$ cat src/rtl/prod_acc_pkg.sv
// Shared types and default widths for the product accumulator and later MAC stages.
package prod_acc_pkg;

    typedef enum logic {
        ACCUM = 1'b0,
        HOLD  = 1'b1
    } acc_state_t;

    localparam int PROD_W_DEF = 8;
    localparam int ACC_W_DEF  = 16;

endpackage

$ cat src/rtl/prod_acc_add_sat.sv
// Combinational ACC_W-bit adder with carry out; clamps to all-ones when
// PROD_ACC_SAT_EN is defined, otherwise wraps modulo 2^ACC_W.
module acc_add_sat #(
    parameter int ACC_W = 16
) (
    input  logic [ACC_W-1:0] a,
    input  logic [ACC_W-1:0] b,
    input  logic             clamp_in,
    output logic [ACC_W-1:0] sum,
    output logic             carry
);

    logic [ACC_W:0] full;

    assign full  = {1'b0, a} + {1'b0, b};
    assign carry = full[ACC_W];

`ifdef PROD_ACC_SAT_EN
    // Once clamped, the frame stays pinned at the maximum.
    assign sum = (carry || clamp_in) ? {ACC_W{1'b1}} : full[ACC_W-1:0];
`else
    logic unused_clamp;
    assign unused_clamp = clamp_in;
    assign sum          = full[ACC_W-1:0];
`endif

endmodule

$ cat src/rtl/prod_accumulator.sv
// Sums up to LEN multiplier products per frame and presents the result on a
// valid/ready port. Optional saturation: define PROD_ACC_SAT_EN.
module prod_accumulator
    import prod_acc_pkg::*;
#(
    parameter  int PROD_W = PROD_W_DEF,
    parameter  int ACC_W  = ACC_W_DEF,
    parameter  int LEN    = 4,
    localparam int CNT_W  = $clog2(LEN + 1)
) (
    input  logic              clk,
    input  logic              rst_n,
    input  logic              in_valid,
    output logic              in_ready,
    input  logic [PROD_W-1:0] in_prod,
    input  logic              in_last,
    output logic              out_valid,
    input  logic              out_ready,
    output logic [ACC_W-1:0]  out_sum,
    output logic [CNT_W-1:0]  out_count,
    output logic              out_ovf
);

    if (ACC_W < PROD_W) begin : g_chk_w
        $error("ACC_W must be >= PROD_W");
    end
    if (LEN < 1) begin : g_chk_len
        $error("LEN must be >= 1");
    end

    acc_state_t       state;
    logic [ACC_W-1:0] acc;
    logic [CNT_W-1:0] cnt;
    logic             ovf;

    logic [ACC_W-1:0] sum_nxt;
    logic             carry;
    logic [CNT_W-1:0] cnt_nxt;
    logic             ovf_nxt;
    logic             accept;
    logic             frame_end;

    acc_add_sat #(.ACC_W(ACC_W)) u_add (
        .a        (acc),
        .b        (ACC_W'(in_prod)),
        .clamp_in (ovf),
        .sum      (sum_nxt),
        .carry    (carry)
    );

    assign cnt_nxt   = cnt + 1'b1;
    assign ovf_nxt   = ovf | carry;
    assign accept    = in_valid && in_ready;
    assign frame_end = (cnt_nxt == CNT_W'(LEN)) || in_last;

    // Handshake flags are registered and only change with the state, so the
    // HOLD cycle never overlaps with intake even when out_ready is high.
    always_ff @(posedge clk or negedge rst_n) begin
        if (!rst_n) begin
            state     <= ACCUM;
            acc       <= '0;
            cnt       <= '0;
            ovf       <= 1'b0;
            in_ready  <= 1'b1;
            out_valid <= 1'b0;
            out_sum   <= '0;
            out_count <= '0;
            out_ovf   <= 1'b0;
        end else begin
            case (state)
                ACCUM: begin
                    if (accept) begin
                        acc <= sum_nxt;
                        cnt <= cnt_nxt;
                        ovf <= ovf_nxt;
                        if (frame_end) begin
                            state     <= HOLD;
                            in_ready  <= 1'b0;
                            out_valid <= 1'b1;
                            out_sum   <= sum_nxt;
                            out_count <= cnt_nxt;
                            out_ovf   <= ovf_nxt;
                        end
                    end
                end
                HOLD: begin
                    // out_sum/out_count/out_ovf keep their value after the handoff.
                    if (out_ready) begin
                        state     <= ACCUM;
                        acc       <= '0;
                        cnt       <= '0;
                        ovf       <= 1'b0;
                        in_ready  <= 1'b1;
                        out_valid <= 1'b0;
                    end
                end
                default: begin
                    state     <= ACCUM;
                    in_ready  <= 1'b1;
                    out_valid <= 1'b0;
                end
            endcase
        end
    end

endmodule

$ cat config.mk
export PLATFORM = sky130hd
export DESIGN_NAME = prod_accumulator
export DESIGN_NICKNAME = d
export VERILOG_FILES = /design/src/rtl/prod_acc_pkg.sv /design/src/rtl/prod_acc_add_sat.sv /design/src/rtl/prod_accumulator.sv
export SDC_FILE = /design/constraint.sdc
export NUM_CORES = 1
export LEC_CHECK = 0
export ABC_CLOCK_PERIOD_IN_PS = 1950
export BUFFER_PORTS_ARGS = -buffer_cell sky130_fd_sc_hd__buf_2
export CELL_PAD_IN_SITES_DETAIL_PLACEMENT = 0
export CELL_PAD_IN_SITES_GLOBAL_PLACEMENT = 1
export CORE_MARGIN = 10
export CORE_UTILIZATION = 30
export CTS_CLUSTER_SIZE = 28
export DETAILED_ROUTE_END_ITERATION = 12
export PLACE_DENSITY = 0.65
export RECOVER_POWER = 100
export SLEW_MARGIN = 0
export SYNTH_ARGS = -nofsm -noshare
export SYNTH_HDL_FRONTEND = slang
export SYNTH_SLANG_ARGS = --single-unit
$ cat constraint.sdc
create_clock -name clk -period 1.95 [get_ports clk]
set_input_delay 0.39 -clock clk [delete_from_list [all_inputs] [get_ports clk]]
set_output_delay 0.39 -clock clk [all_outputs]
set_load 0.02 [all_outputs]
Word level (Yosys, flattened, before mapping)
Index checks and enable logic that the tools add are counted.
W data, S select, Z words.
{ "op_classes": {"div": 0, "reduce_logical": 5, "multipliers": 0, "bitwise": 2, "n_eq_ne": 4, "shifts": 0, "n_mux": 20, "order_cmp": 0, "addsub": 2} }
{ "op_table": {"columns": ["cell", "count"], "rows": [
  ["$mux W16", 2],
  ["$pmux W16 S2", 1],
  ["$add A16 B8 Y17", 1],
  ["$mux W1", 10],
  ["$pmux W1 S2", 4],
  ["$mux W3", 2],
  ["$ne A2 B2 Y1 const B", 3],
  ["$pmux W3 S2", 1],
  ["$reduce_and A3 Y1", 2],
  ["$add A3 B1 Y3 const B", 1],
  ["$eq A3 B3 Y1 const B", 1],
  ["$reduce_and A2 Y1", 1],
  ["$logic_and A1 B1 Y1", 1],
  ["$logic_or A1 B1 Y1", 1],
  ["$not A1 Y1", 1],
  ["$or A1 B1 Y1", 1]
]} }
{ "totals": {"regBits": 43, "mem_count": 0, "latch_bits": 0, "ram_bits": 0, "input_bits": 13, "word_cells": 42, "romBits": 0, "output_inout_bits": 22} }

Logic depth before layout (Yosys ltp)
{ "logic_depth": {"ltp_word": 6, "mapped_depth": 8, "mapped_depth_nobuf": 7} }

Modules after synthesis
Synthesis repeated with hierarchy kept, for this count alone.
{ "hier_totals": {"cells_unflattened": 260, "hier_area_um2": 2623.8} }
{ "by_module_without_submodules": {"columns": ["module", "instances", "cells_per_inst", "area_each_um2", "seq_area_each_um2"], "rows": [
  ["prod_accumulator", 1, 150, 1767.9, 1077.3],
  ["acc_add_sat", 1, 110, 855.8, 0.0]
]} }

Worst setup path before layout
OpenSTA, ideal clock, no wires.
{ "synth_path": {"kind": "input-to-reg", "startpoint": "in in_prod[0]", "endpoint": "reg out_ovf", "cell_stages": 7, "slack_ns": -0.132, "t_arrival_ns": 1.958, "t_required_ns": 1.826, "setup_time_ns": 0.124, "n_path_buf": 0, "path_cell_list": "ha_1 -> fa_1 -> a211oi_1 -> o211ai_4 -> nand3_4 -> nor2_1 -> o31a_1"} }
{ "synth_via": {"elab_chain_len": 2} }
{ "synth_lines": {"columns": ["element", "line_no", "rtl"], "rows": [
  ["start: declaration", "prod_accumulator.sv:15", "input logic [PROD_W-1:0] in_prod,"],
  ["$add A16 B8 Y17", "prod_acc_add_sat.sv:15", "assign full = {1'b0, a} + {1'b0, b};"],
  ["$or A1 B1 Y1", "prod_accumulator.sv:52", "assign ovf_nxt = ovf | carry;"],
  ["end signal: assignment", "prod_accumulator.sv:82", "out_ovf <= ovf_nxt;"],
  ["end: declaration", "prod_accumulator.sv:21", "output logic out_ovf"]
]} }
No other way between the ends.
A chain may end at the register's enable or synchronous reset.

Worst setup path in the final report
{ "layout_path": {"startpoint": "reg acc[1]", "endpoint": "reg out_ovf"} }
{ "layout_via": {"elab_chain_len": 2} }
{ "layout_lines": {"columns": ["element", "line_no", "rtl"], "rows": [
  ["start: declaration", "prod_accumulator.sv:32", "logic [ACC_W-1:0] acc;"],
  ["start signal: assignment", "prod_accumulator.sv:73", "acc <= sum_nxt;"],
  ["$add A16 B8 Y17", "prod_acc_add_sat.sv:15", null],
  ["$or A1 B1 Y1", "prod_accumulator.sv:52", null]
]} }
No other way between the ends.

==> flow_metrics.tcl <==
set metrics [dict create \
    status "finished, final reports clean" \
    yosys.cell_types.count 44 \
    worst_pin_slew_ns 1.17 \
    cts-buffers-inserted 5 \
    p_sw_uw 1680 \
    path_max_fanout 6 \
    nets 297 \
    gp_congestion 0.762 \
    core-area_um2 7250 \
    clk-insertion-delay-late_ns 0.30 \
    p_leak_uw 0.00122 \
    period_share 0.997 \
    grt_pass1_wl_um 9150 \
    layout.area.seq_um2 1080 \
    slowest_delay_ns 0.43 \
    ios 35 \
    grt_pass1_vias 1820 \
    ys_warn_count 0 \
    dieArea_um2 11300 \
    slowest_stage "dfrtp_1" \
    rsz0062_at_grt "yes" \
    ys_seq_area_frac 0.480 \
    overflow 0 \
    skew_ns 0.0120 \
    num_rows 31 \
    p_seq_frac 0.356 \
    power.switching_fraction 0.429 \
    cts_tree "done" \
    clock.fmax_mhz 515 \
    grt_use_total 0.0986 \
    layout_min_cycle_time_ns 1.94 \
    drt-initial-drc-count 66 \
    drive_above_1_share 0.255 \
    clock_sinks 43 \
    post-route-drc-count 0 \
    postCtsHoldBufs 0 \
    initial_core_util 0.309 \
    clk_pin_slew_ns 0.09 \
    end_kind "register" \
    clock_path_buffers 2 \
    path_class "reg2reg" \
    ant_nets 0 \
    first_pass_iters 4 \
    viasPerCell 4.77 \
    setup.worst_path.start_class "register" \
    max-vdd-ir-drop_uv 492 \
    crit_chain "buf_6 > fa_2 > a211oi_4 > o211ai_4 > nand3_4 > nor2_2 > o31a_1" \
    p_clk_frac 0.148 \
    power_density_nw_per_um2 1390 \
    multi_input_area_um2 1220 \
    n_antenna_cell 0 \
    cap_violations 0 \
    synth_area_um2 2240 \
    layout_common_cells "dfrtp_1 (42), nand2_1 (38), clkbuf_1 (25), buf_4 (20), o21ai_0 (15)" \
    syn-num-nets 243 \
    synth-edff-count 0 \
    htree_levels 2 \
    syn_to_final_growth_pct 25.9 \
    cp.required_ns 2.15 \
    syn_inst 219 \
    fin_util 0.389 \
    layout_commonest_cell "dfrtp_1" \
    relSlewSlack 0.220 \
    die_width_um 106 \
    synth_flop_cell "dfrtp_1" \
    p_total_uw 3920 \
    fill_cells 774 \
    drt-total-wl_um 5460 \
    hold_class "in2reg" \
    arrival_ns 2.14 \
    hold_viol_final 0 \
    dp_hpwl_um 3960 \
    vias 1779 \
    grt_max_degree 23 \
    wl_per_cell_um 14.6 \
    io_buffers 34 \
    drv_slew 0 \
    ys_async_sr_fraction 1.00 \
    intPower_uw 2240 \
    cts_root_buf "clkbuf_8" \
    antenna_found_initial 0 \
    ys_seq_elements 43 \
    die_h_um 106 \
    p_comb_frac 0.496 \
    setup_viol 0 \
    avgSynthCellArea_um2 10.2 \
]
power groups by stage:
| stage | Sequential, uW | Clock, uW | Combinational [uW] |
|---|---|---|---|
| final | 1400 | 578 | 1940 |
| after floorplan | 1560 | 0 | 1070 |
| after global placement | 1400 | 0 | 1840 |
| after global routing | 1440 | 636 | 2170 |
| after CTS | 1390 | 602 | 1870 |
| after detailed placement | 1410 | 0 | 1860 |
Yosys cell counts, types with 2 or more instances:
master | n | share of area
dfrtp_1 | 42 | 0.47
xnor2_1 | 3 | 0.012
mux2_2 | 3 | 0.015
o21ai_1 | 10 | 0.022
and3_1 | 2 | 0.0056
nor2_1 | 2 | 0.0033
nand3_1 | 14 | 0.031
nand2_1 | 38 | 0.064
a21oi_1 | 5 | 0.011
o31ai_1 | 5 | 0.017
a31oi_1 | 5 | 0.014
nand4_1 | 4 | 0.011
o2111ai_2 | 2 | 0.013
a21o_1 | 3 | 0.010
o211ai_1 | 6 | 0.020
buf_2 | 5 | 0.011
xor2_1 | 12 | 0.047
clkbuf_1 | 5 | 0.0084
a211oi_1 | 2 | 0.0067
o21ai_0 | 18 | 0.040
ha_1 | 10 | 0.056
cells by family after synthesis:
| family | count (synthesis) | share of synthesized area |
|---|---|---|
| AND/OR/NAND/NOR | 69 | 0.152 |
| AO/OA/AOI/OAI | 65 | 0.200 |
| flip-flops | 43 | 0.480 |
| XOR/XNOR | 15 | 0.0586 |
| buffers and inverters | 12 | 0.0246 |
| adder cells (fa/ha/maj) | 11 | 0.0647 |
| multiplexers | 4 | 0.0195 |
stage by stage:
step	cells	hold slack [ns]	setup TNS, ns	area (um2)	setup slack [ns]
finish	373	0.281	0	2820	0.00671
global route	373	0.294	-0.581	2820	-0.0715
CTS	369	0.0646	0	2750	0.000567
detailed placement	361	0.400	-1.62	2670	-0.141
floorplan	219	0.0944	0	2260	0.00258
global placement	361	0.401	-1.45	2670	-0.125
final cells by class:
cell class	count	area share
tap	99	0.0439
inverter	1	0.00133
clock buffer	6	0.0257
multi-input combinational	164	0.431
sequential	43	0.381
clock inverter	2	0.00443
timing repair buffer	58	0.112
what timing repair did:
| action | in CTS | in global routing |
|---|---|---|
| resized for setup | 0 | 19 |
| buffers inserted | 0 | 4 |
| gates cloned | 0 | 0 |
| pin swaps | 2 | 18 |
| setup endpoints to repair | 6 | 23 |
worst paths after layout:
path                       slack [ns]  depth (start not counted)        from          to
setup / recovery                0.007                          7      acc[1]     out_ovf
hold / removal                   0.28                          2   out_ready       state
setup reg to reg                0.007                          7      acc[1]     out_ovf
hold reg to reg                  0.49                          2  out_sum[9]  out_sum[9]
max in group asynchronous        0.49                          2       rst_n         ovf
min in group asynchronous        0.29                          1       rst_n  out_sum[3]
state kept, by name, indices dropped and copies added (netlist names):
signal / cells
out_ovf: 1
state: 1
ovf: 1
in_ready: 1
out_sum: 16
out_count: 3
out_valid: 1
acc: 16
cnt: 3
routing by layer:
metal	vias up	wire (um)	track usage
li1	901	-	-
met1	835	2620	0.129
met2	36	2510	0.153
met3	7	237	0.0254
met4	0	85	0.0368
met5	-	0	0
worst max-delay path, delay by kind of cell, from the launching register on:
kind / cells / cell delay, ns
buffers and inverters: 1 / 0.14
DFF: 1 / 0.43
and+or+nand+nor: 2 / 0.17
adders and majority gates: 1 / 0.41
AOI/OAI and AO/OA: 3 / 0.69
Note: power is estimated with default switching activity, not from simulation.
